## src/rtl/regfile_pkg.sv

```systemverilog
// rtl/regfile_pkg.sv - shared widths and source encoding for the register-file writeback arbiter
package regfile_pkg;
  localparam int DATA_W   = 32;
  localparam int ADDR_W   = 5;
  localparam int REG_ZERO = 0;

  typedef enum logic {
    SRC_ALU = 1'b0,
    SRC_LD  = 1'b1
  } src_e;
endpackage

```

## src/rtl/rr_arb2.sv

```systemverilog
// rtl/rr_arb2.sv - two-requester round-robin arbiter holding the last-grant register
module rr_arb2
  import regfile_pkg::*;
(
  input  logic       clock,
  input  logic       reset,
  input  logic [1:0] req,
  input  logic       accept,
  output logic [1:0] gnt
);

  src_e last_grant_q, last_grant_d;

  always_comb begin
    gnt          = req;
    last_grant_d = last_grant_q;
    // Under contention the requester that did not win last time goes first.
    if (req == 2'b11) begin
      gnt = (last_grant_q == SRC_LD) ? 2'b01 : 2'b10;
    end
    if (accept && gnt[1]) begin
      last_grant_d = SRC_LD;
    end else if (accept && gnt[0]) begin
      last_grant_d = SRC_ALU;
    end
  end

  always_ff @(posedge clock or posedge reset) begin
    if (reset) begin
      last_grant_q <= SRC_LD;
    end else begin
      last_grant_q <= last_grant_d;
    end
  end

endmodule

```

## src/rtl/regfile_wb_arbiter.sv

```systemverilog
// rtl/regfile_wb_arbiter.sv - shares the register-file write port between ALU and load writeback
module regfile_wb_arbiter
  import regfile_pkg::*;
#(
  parameter int DATA_W = regfile_pkg::DATA_W,
  parameter int ADDR_W = regfile_pkg::ADDR_W
) (
  input  logic              clock,
  input  logic              reset,
  input  logic              alu_valid,
  input  logic [ADDR_W-1:0] alu_rd,
  input  logic [DATA_W-1:0] alu_data,
  output logic              alu_ready,
  input  logic              ld_valid,
  input  logic [ADDR_W-1:0] ld_rd,
  input  logic [DATA_W-1:0] ld_data,
  output logic              ld_ready,
  input  logic              finish_flag,
  output logic [ADDR_W-1:0] RD,
  output logic [DATA_W-1:0] WriteData,
  output logic              RegWrite,
  input  logic [ADDR_W-1:0] Read1,
  input  logic [ADDR_W-1:0] Read2,
  output logic              fwd1_hit,
  output logic              fwd2_hit,
  output logic              halted,
  output logic [31:0]       wb_count
);

  logic              stg_valid_q, stg_valid_d;
  logic [ADDR_W-1:0] stg_rd_q, stg_rd_d;
  logic [DATA_W-1:0] stg_data_q, stg_data_d;
  logic              halted_q, halted_d;
  logic [31:0]       wb_count_q, wb_count_d;

  logic       halt_now;
  logic       accept;
  logic [1:0] gnt;

  // finish_flag blocks writes in the very cycle it is seen, before it is registered.
  assign halt_now = halted_q | finish_flag | reset;
  assign accept   = (alu_valid | ld_valid) & ~halt_now;

  rr_arb2 u_arb (
    .clock  (clock),
    .reset  (reset),
    .req    ({ld_valid, alu_valid}),
    .accept (accept),
    .gnt    (gnt)
  );

  assign alu_ready = gnt[0] & ~halt_now;
  assign ld_ready  = gnt[1] & ~halt_now;
  assign RegWrite  = stg_valid_q & ~halt_now;
  assign RD        = stg_rd_q;
  assign WriteData = stg_data_q;
  assign fwd1_hit  = RegWrite & (Read1 == stg_rd_q);
  assign fwd2_hit  = RegWrite & (Read2 == stg_rd_q);
  assign halted    = halted_q;
  assign wb_count  = wb_count_q;

  always_comb begin
    stg_valid_d = 1'b0;
    stg_rd_d    = stg_rd_q;
    stg_data_d  = stg_data_q;
    halted_d    = halted_q | finish_flag;
    wb_count_d  = wb_count_q + 32'(RegWrite);
    if (accept) begin
      stg_rd_d    = gnt[1] ? ld_rd : alu_rd;
      stg_data_d  = gnt[1] ? ld_data : alu_data;
      stg_valid_d = (stg_rd_d != ADDR_W'(REG_ZERO));
    end
  end

  always_ff @(posedge clock or posedge reset) begin
    if (reset) begin
      stg_valid_q <= 1'b0;
      stg_rd_q    <= '0;
      stg_data_q  <= '0;
      halted_q    <= 1'b0;
      wb_count_q  <= '0;
    end else begin
      stg_valid_q <= stg_valid_d;
      stg_rd_q    <= stg_rd_d;
      stg_data_q  <= stg_data_d;
      halted_q    <= halted_d;
      wb_count_q  <= wb_count_d;
    end
  end

endmodule

```

## config.mk

```make
export PLATFORM = sky130hd
export DESIGN_NAME = regfile_wb_arbiter
export DESIGN_NICKNAME = d
export VERILOG_FILES = /design/src/rtl/regfile_pkg.sv /design/src/rtl/rr_arb2.sv /design/src/rtl/regfile_wb_arbiter.sv
export SDC_FILE = /design/constraint.sdc
export NUM_CORES = 1
export LEC_CHECK = 0
export CAP_MARGIN = 10
export CORE_ASPECT_RATIO = 1.25
export CORE_MARGIN = 1
export CORE_UTILIZATION = 41
export DETAILED_ROUTE_END_ITERATION = 10
export PLACE_DENSITY = 0.77
export SLEW_MARGIN = 5
export SYNTH_ARGS = -nofsm -noshare
export SYNTH_HDL_FRONTEND = slang
export SYNTH_SLANG_ARGS = --single-unit
```

## constraint.sdc

```tcl
create_clock -name clock -period 2.2 [get_ports clock]
set_input_delay 0.22 -clock clock [delete_from_list [all_inputs] [get_ports clock]]
set_output_delay 0.22 -clock clock [all_outputs]
set_load 0.01 [all_outputs]
```

; Yosys cells after proc, flatten, opt, wreduce, memory -nomap -nowiden
; Cells that the tools add are included.
[classes]
add_sub_neg = 1
eq_ne = 3
mux = 7
bitwise_logic = 10
reduce_logical = 4
[op_table]
columns = cell, count
row1 = adder 32 x 1 -> 32 bit, 1
row2 = 2-to-1 mux 32 bit, 1
row3 = equality test 5 bit, 2
row4 = bitwise AND 1 bit, 6
row5 = 2-to-1 mux 5 bit, 1
row6 = nonzero test 5 bit, 1
row7 = 2-to-1 mux 2 bit, 2
row8 = 2-to-1 mux 1 bit, 3
row9 = bitwise OR 1 bit, 3
row10 = "equality test 2 bit, second input constant", 1
row11 = logical AND 1 bit, 2
row12 = nonzero test 2 bit, 1
row13 = inverter 1 bit, 1
[word_totals]
reg_bits = 72
in_bits = 89
output_inout_bits = 75

; Logic depth before layout (Yosys ltp)
; Gate-level depths: netlist (run 1).
[logic_depth]
depth_word = 7
depth_mapped = 9

; By module
; From an unflattened synthesis (run 1), not the netlist that was laid out.
[unflattened]
hier_cells = 326
hier_area_um2 = 3422.0
[by_module_without_submodules]
columns = module, instances, cells_each, area_per_inst_um2, seq_area_each_um2
row1 = regfile_wb_arbiter, 1, 319, 3362.0, 1776.7
row2 = rr_arb2, 1, 7, 60.1, 26.3

; Least setup slack after synthesis (run 1)
; Ideal clock, no wire load.
[synth_timing]
kind = flip-flop to flip-flop
from = register halted_q, in the netlist halted
to = register wb_count_q[28], in the netlist wb_count[28]
setup_ns = 0.079
arrival_ns = 2.104
required_time_ns = 2.121
path_slack_ns = 0.017
path_stages_with_launch = 10
n_path_buf = 0
period_less_slack_ns = 2.183
path_cell_list = dfrtp_1 nor3_1 nand2_1 inv_1 ha_1 ha_1 nand2_1 or3_1 nor3_1 xor2_1
[synth_between]
elab_chain_len = 5
[synth_lines]
columns = element, line
row1 = start: declaration, regfile_wb_arbiter.sv:33  ; logic halted_q, halted_d;
row2 = start signal: assignment, regfile_wb_arbiter.sv:86  ; halted_q <= halted_d;
row3 = bitwise OR 1 bit (2 in series), regfile_wb_arbiter.sv:41  ; assign halt_now = halted_q | finish_flag | reset;
row4 = inverter 1 bit, regfile_wb_arbiter.sv:54  ; assign RegWrite = stg_valid_q & ~halt_now;
row5 = bitwise AND 1 bit, regfile_wb_arbiter.sv:54
row6 = via RegWrite, regfile_wb_arbiter.sv:21  ; output logic RegWrite,
row7 = adder 32 x 1 -> 32 bit, regfile_wb_arbiter.sv:67  ; wb_count_d = wb_count_q + 32'(RegWrite);
row8 = via wb_count_d[28], regfile_wb_arbiter.sv:34  ; logic [31:0] wb_count_q, wb_count_d;
row9 = end signal: assignment, regfile_wb_arbiter.sv:87  ; wb_count_q <= wb_count_d;
row10 = end: declaration, regfile_wb_arbiter.sv:34
; The timed path passes the listed nets, and every way through them passes these cells.
; A chain may end at the register's enable or synchronous reset.

; Worst setup path after layout (run 1)
[layout_timing]
from = input port reset
to = register wb_count_q[28], in the netlist wb_count[28]
[layout_between]
elab_chain_len = 4
[layout_lines]
columns = element, line
row1 = start: declaration, regfile_wb_arbiter.sv:9  ; input logic reset,
row2 = bitwise OR 1 bit, regfile_wb_arbiter.sv:41
row3 = inverter 1 bit, regfile_wb_arbiter.sv:54
row4 = bitwise AND 1 bit, regfile_wb_arbiter.sv:54
row5 = adder 32 x 1 -> 32 bit, regfile_wb_arbiter.sv:67
row6 = via wb_count_d[28], regfile_wb_arbiter.sv:34
; The timed path passes the listed nets, and every way through them passes these cells.

==> summary.txt, run 1 <==
Status
  • Status: finished with violations
  • Failing checks: DRC

Setup path
  • Max incr delay on CP: 0.48 ns
  • Worst Setup Path Type: in -> reg
  • CP top delay family: simple AND/OR/NAND/NOR gates
  • Crit path DAT: about 2.3 ns
  • Setup crit end: wb_count[28]
  • Largest fanout on the critical path: 4
  • Worst path depth: 10
  • Required time of the critical path: 2.48 ns
  • RR Startpoint: halted
  • Type of origin of the critical path: input pin
  • Critical path startpoint: reset
  • Worst R2R Setup Slack: ~0.17 ns
  • Worst R2R Path Depth: 9
  • Worst R2R End: wb_count[28]
  • Critical-path cell list: clkdlybuf4s50_1 -> nor3_2 -> nand2_1 -> inv_1 -> ha_1 -> ha_1 -> nand2_1 -> or3_4 -> nor3_1 -> xor2_1
  • Crit. End Element: flip-flop
  • Crit path max-delay cell type: clkdlybuf4s50_1
  • CP bufs+invs: 2

Layout
  • Area growth, synth to finish: 60.3%
  • Storage element area: 1800 µm²
  • # nets final: 595
  • Share of cells above drive strength 1: 9.06%
  • Final Cell Area: 5580 µm²
  • Diodes inserted: 0
  • Filler instances: between 600 and 700
  • Fin cells: between 600 and 700
  • Multi-input logic area: ~1600 µm²

Clocking
  • CTS Root Cell: clkbuf_8
  • Longest Clk Path Bufs: 2
  • Postcts setup bufs: 0
  • Clock buffer count from CTS: 9
  • CTS tree: built
  • Clk_lat worst skew: about 0.36 ns
  • TritonCTS Sinks: 72
  • Clock transition at path regs: 0.08 ns
  • CTS H-tree depth: 3
  • Cts hold-fix bufs: 0

Yosys
  • Sequential-to-total area share from yosys stat: approximately half
  • Post-synth EDFFs: 0
  • Post-synth cell types: 35
  • Avg Cell Area, Syn: between 10 and 15 µm²
  • Ys flop type: dfrtp_1
  • Synth async-reset ratio: 100%
  • Cells after synthesis: approximately 330
  • Ys Warns: 0
  • Seq cells post-synth: between 70 and 80
  • Netlist Area Pre-Place: 3480 µm²
  • Syn_nets: 420

Global route
  • Initial antenna violation count: 0
  • Global-route wire length before repair: 15800 µm
  • Vias in the first global route: 3292
  • Largest net degree at the start of global routing: 44
  • Grt total ovfl: 0
  • GRT Util Overall: a little under a quarter

Hold path
  • Worst min path class: in -> async

Floorplanning
  • Core area: 8240 µm²
  • Core Rows: 37
  • Die W: about 84 µm
  • I/O pin cnt: 164
  • Initial core utilization: 42.3%
  • Die H: about 110 µm
  • Die ar.: 8870 µm²

Timing
  • Max Clock Skew: 0.00826 ns
  • Slew Limit Fails: 0
  • Setup violators final: 0
  • Fin crit share: between 90% and 100%
  • Worst-Margin Slew: ~0.56 ns
  • Hold Fails Final Rpt: 0
  • Max Fclk: 0.488 GHz
  • Unrepaired setup endpoints after global routing: false
  • Max_slew headroom: 62.6%
  • Final Worst Setup Slack: 0.152 ns
  • Min Clock Period, post-route: 2.05 ns

Placement
  • Detail Placement HPWL: 7360 µm
  • Placement Cell Area: about 5300 µm²
  • GPL Wtd Cong: about 0.79
  • Inst Count DP: 589
  • IO buf count: 163
  • Post-Place Worst Slack: -0.325 ns

Route
  • Antenna-violating nets left: 0
  • Wire length per cell: 15.8 µm
  • Pre-Repair DR Iteration Count: 7
  • Drt total wl: 9560 µm
  • DRC viols: 6
  • Vias: 3122
  • Initial DRC count: around 130
  • Vias per cell: 5.16

Power
  • Power Dens Cells: 606 nW/µm²
  • Peak VDD IR: 0.000403 V
  • Lkg Pwr: 2.47 nW
  • Total power: 3.38 mW

Job
  • Max-cap violation count: 0
-- cell usage after synthesis, types with 4 or more instances --
cell      instances  area [µm²]
a21oi_1          37         185
mux2i_1          37         370
buf_2             6        30.0
inv_1             9        33.8
xor2_1           23         201
nand4_1           9        56.3
nor2_1           43         161
nor4_1            4        25.0
nor3_1           12        60.1
clkbuf_1          4        15.0
dfrtp_1          71        1780
nand3_1          12        60.1
xnor2_1          17         149
nand2_1          10        37.5
-- cell type report --
cell class,count,share of cell area (%)
inverter,9,0.605
sequential,72,32.3
clock inverter,5,1.84
tap,97,2.17
clock buffer,11,2.71
timing repair buffer,180,31.9
multi-input combinational,231,28.5
-- layer usage --
metal  part of all wire (%)  up-vias  track usage, %
li1                       -     1492               -
met4                    3.0        0            10.4
met1                     36     1470            24.2
met3                    8.8       20            7.27
met2                     52      140            41.8
met5                      0        -               0
-- power breakdown --
part,total (mW),internal [mW],switching (mW)
combinational,0.603,0.374,0.229
sequential,1.46,1.40,0.0587
clock,1.31,0.813,0.502
-- placed cells by master, fill, tap and decap left out, types with 2 or more instances in the layout --
cell	n
a21oi_1	37
and2_1	2
and3_1	2
and4_1	3
buf_12	2
buf_4	15
bufinv_16	3
clkbuf_8	11
clkdlybuf4s50_1	160
dfrtp_1	71
dlygate4sd2_1	3
ha_1	3
inv_1	8
mux2i_1	37
nand2_1	10
nand3_1	12
nand4_1	9
nor2_1	43
nor3_1	11
nor4_1	4
nor4_2	2
nor4_4	2
or3_1	2
xnor2_1	17
xor2_1	23
-- flip-flops by register name (all words and copies together), names as in the netlist --
register            cells
WriteData              32
wb_count               32
RD                      5
halted                  1
stg_valid_q             1
u_arb.last_grant_q      1
-- repair_timing --
| item | 4_1_cts | 5_1_grt |
|---|---|---|
| gates resized for setup | 4 | 2 |
| gates cloned | 0 | 0 |
| pin swaps | 0 | 0 |
| hold endpoints to repair | 0 | 0 |
| endpoints found under the setup margin | 3 | 4 |
-- worst reg2reg max path: stages (launching register included) --
cell,delay (ns)
dfrtp_1,0.41
nor3_2,0.15
nand2_1,0.10
inv_1,0.08
ha_1,0.17
ha_1,0.19
nand2_1,0.09
or3_4,0.39
nor3_1,0.22
xor2_1,0.17
-- through the flow --
stage | utilization, % | hold slack, ns | TNS, ns
after floorplan | - | 0.343 | 0
after global placement | 64.5 | 0.471 | -1.96
after detailed placement | 64.5 | 0.473 | -3.58
after CTS | 67.6 | 0.384 | 0
after global routing | 67.7 | 0.423 | 0
final | 67.7 | 0.387 | 0
-- cell families (layout without fill, tap and decap cells) --
kind of cell             after synthesis  after routing  synth area share [%]
buffers and inverters                 25            205                  3.45
adder cells (fa/ha/maj)                3              3                  1.08
XOR/XNOR                              40             40                  10.1
flip-flops                            72             72                  51.8
multiplexers                          37             37                  10.6
AO/OA/AOI/OAI                         42             42                  6.50
AND/OR/NAND/NOR                      109            109                  16.5
-- worst min-delay path by stage --
stage,slack (ns),start,end
6_report,0.39,reset,wb_count[3]
3_3_place_gp,0.47,wb_count[31],wb_count[31]
5_1_grt,0.42,reset,wb_count[3]
4_1_cts,0.38,reset,WriteData[20]
3_5_place_dp,0.47,wb_count[31],wb_count[31]
2_1_floorplan,0.34,finish_flag,halted
(Power assumes the default switching activity.)
==> run 2: changes to the inputs <==
PLACE_DENSITY = 0.78   (was 0.77)
SYNTH_HIERARCHICAL = 1   (was not set)
==> summary.txt, run 2 <==
Status
  • Status: finished, final reports clean

Layout
  • Final core occ: 69.2%
  • Commonest non-fill, non-tap cell in the layout: clkdlybuf4s50_1
  • Area growth, synth to finish: 60.3%
  • Filler instances: 640
  • # nets final: around 590
  • Most frequent cells in the layout: clkdlybuf4s50_1 (161), dfrtp_1 (71), nor2_1 (43)
  • Share of cells above drive strength 1: 8.70%
  • Diodes inserted: 0

Timing
  • Hold Fails Final Rpt: 0
  • Fin crit share: 93.0%
  • Max_slew headroom: 75.5%
  • Fin Setup TNS: 0 ns
  • Unrepaired setup endpoints after global routing: true
  • Min Clock Period, post-route: 2.04 ns
  • Setup violators final: 0
  • Worst hold slack: 0.287 ns
  • Max Clock Skew: around 0.0070 ns
  • Slew Limit Fails: 0
  • Max Fclk: ~0.49 GHz
  • Worst-Margin Slew: 0.368 ns

Clocking
  • Clock transition at path regs: 0.07 ns
  • CTS Root Cell: clkbuf_8
  • Clk_lat worst skew: ~0.34 ns
  • Postcts setup bufs: 0
  • Longest Clk Path Bufs: 2
  • Clock buffer count from CTS: 9
  • TritonCTS Sinks: between 70 and 80
  • CTS tree: built
  • CTS H-tree depth: 3

Yosys
  • Ys Warns: 6
  • Synth async-reset ratio: 100%
  • Post-synth EDFFs: 0
  • Post-synth top cells: dfrtp_1 (71), nor2_1 (43), a21oi_1 (39), mux2i_1 (37), xnor2_1 (22)
  • Ys flop type: dfrtp_1
  • Seq cells post-synth: 72
  • Syn_nets: about 420
  • Top post-synthesis cells by area: dfrtp_1 (52%), mux2i_1 (11%), a21oi_1 (5.7%)
  • Post-synth cell types: 31
  • Avg Cell Area, Syn: ~10 µm²
  • Sequential-to-total area share from yosys stat: roughly 53%
  • Cells after synthesis: approximately 330
  • Post-synth top area cell: dfrtp_1
  • Share of the synthesized area in the top cell type: between 50% and 60%
  • Netlist Area Pre-Place: between 3000 and 4000 µm²
  • Top-count cell post-synth: dfrtp_1

Global route
  • Vias in the first global route: 3121
  • Grt total ovfl: 0
  • Initial antenna violation count: 0
  • GRT Util Overall: 22.7%
  • Global-route wire length before repair: 15600 µm
  • Largest net degree at the start of global routing: between 40 and 50

Floorplanning
  • Die ar.: between 8000 and 9000 µm²
  • I/O pin cnt: approximately 160
  • Die W: 83.7 µm
  • Die H: 104 µm
  • Core Rows: 36
  • Initial core utilization: 43.2%
  • Core area: approximately 7900 µm²

Placement
  • Detail Placement HPWL: 7300 µm
  • IO buf count: approximately 160
  • GPL Wtd Cong: 0.860

Setup path
  • Crit. End Element: output port
  • Worst Setup Path Type: reg -> out
  • Setup crit end: RegWrite
  • Critical-path cell list: nor3_2 -> nand2_1 -> inv_1 -> buf_4 -> clkdlybuf4s50_1
  • Crit path DAT: 1.82 ns
  • Required time of the critical path: 1.98 ns
  • Largest fanout on the critical path: 3
  • Worst R2R End: wb_count[27]
  • Crit path max-delay cell type: clkdlybuf4s50_1
  • Worst R2R Setup Slack: 0.22 ns
  • Max incr delay on CP: 0.52 ns
  • Type of origin of the critical path: flip-flop
  • Worst R2R Path Depth: 10
  • RR Startpoint: halted
  • Critical path startpoint: halted

Route
  • Pre-Repair DR Iteration Count: 4
  • DRC viols: 0
  • Antenna-violating nets left: 0
  • Drt total wl: between 9000 and 10000 µm
  • Vias per cell: 5.07
  • Vias: just over 3000
  • Wire length per cell: 15.5 µm
  • Initial DRC count: 87

Power
  • Clock power share: around a third
  • Int Power: ~2.4 mW
  • Peak VDD IR: between 0.0003 and 0.0004 V
  • Lkg Pwr: approximately 2.4 nW
  • Net switching power: 0.768 mW
  • Total power: 3.13 mW
  • Sequential power share: 46.8%
  • Sw Ratio: 24.6%
  • Combinational Power Share: 19.2%
  • Power Dens Cells: 570 nW/µm²

Hold path
  • Worst min path class: in -> async

Job
  • Max-cap violation count: 0
==> run 2: timing repair <==
action / CTS / global route
setup endpoints to repair: 2 / 2
hold buffers: 0 / 0
resized for setup: 3 / 1
gates cloned: 0 / 0
==> run 2: worst min-delay path by stage <==
| stage | startpoint | to | slack, ns | cells past startpoint |
|---|---|---|---|---|
| 2_1_floorplan | reset | u_arb/last_grant_q | 0.11 | 1 |
| 3_3_place_gp | wb_count[31] | wb_count[31] | 0.46 | 1 |
| 3_5_place_dp | wb_count[31] | wb_count[31] | 0.47 | 1 |
| 4_1_cts | reset | wb_count[1] | 0.28 | 3 |
| 5_1_grt | reset | wb_count[2] | 0.32 | 3 |
| 6_report | reset | wb_count[0] | 0.29 | 3 |
==> run 2: through the flow <==
step,setup WS (ns),cell area (µm²),cells
after global routing,-0.00358,5490,601
after floorplan,0.0810,3420,326
after global placement,-0.0749,5280,585
final,0.155,5490,601
after CTS,0.102,5480,601
after detailed placement,-0.165,5280,585
==> run 2: power groups by stage <==
stage | combinational (mW) | sequential, mW | clock, mW
final | 0.599 | 1.46 | 1.06
after floorplan | 0.186 | 1.52 | 0
after global placement | 0.597 | 1.48 | 0
after CTS | 0.610 | 1.46 | 1.09
after detailed placement | 0.606 | 1.49 | 0
after global routing | 0.653 | 1.47 | 1.14
==> run 2: cell type report <==
type                    instances  area (µm²)  area share, %
clock inverters                 3        40.0          0.730
clock buffers                  13         159           2.90
flip-flops and latches         72        1800           32.9
multi-input cells             231        1550           28.3
repair buffers                181        1790           32.6
inverters                       6        22.5          0.411
well taps                      95         119           2.17
==> run 2: critical path, delay by kind of cell (launching register included) <==
family | cells | cell delay (ns)
AND/OR/NAND/NOR | 2 | 0.33
flip-flops | 1 | 0.40
buffers and inverters | 3 | 0.76
==> run 2: cell families (layout without fill, tap and decap cells) <==
logic type / after synthesis / after routing / synth area share, %
flip-flops: 72 / 72 / 52.7
buffers and inverters: 23 / 203 / 2.60
XOR/XNOR: 40 / 40 / 10.2
AND/OR/NAND/NOR: 108 / 108 / 16.0
AO/OA/AOI/OAI: 43 / 43 / 6.55
adder cells (fa/ha/maj): 3 / 3 / 1.10
multiplexers: 37 / 37 / 10.8
==> run 2: routing by layer <==
metal	share of wire, %	wire length (µm)	track usage [%]
met2	51	4750	40.0
met3	10	950	8.57
met1	38	3530	25.9
met4	1.1	99	5.45
met5	0	0	0
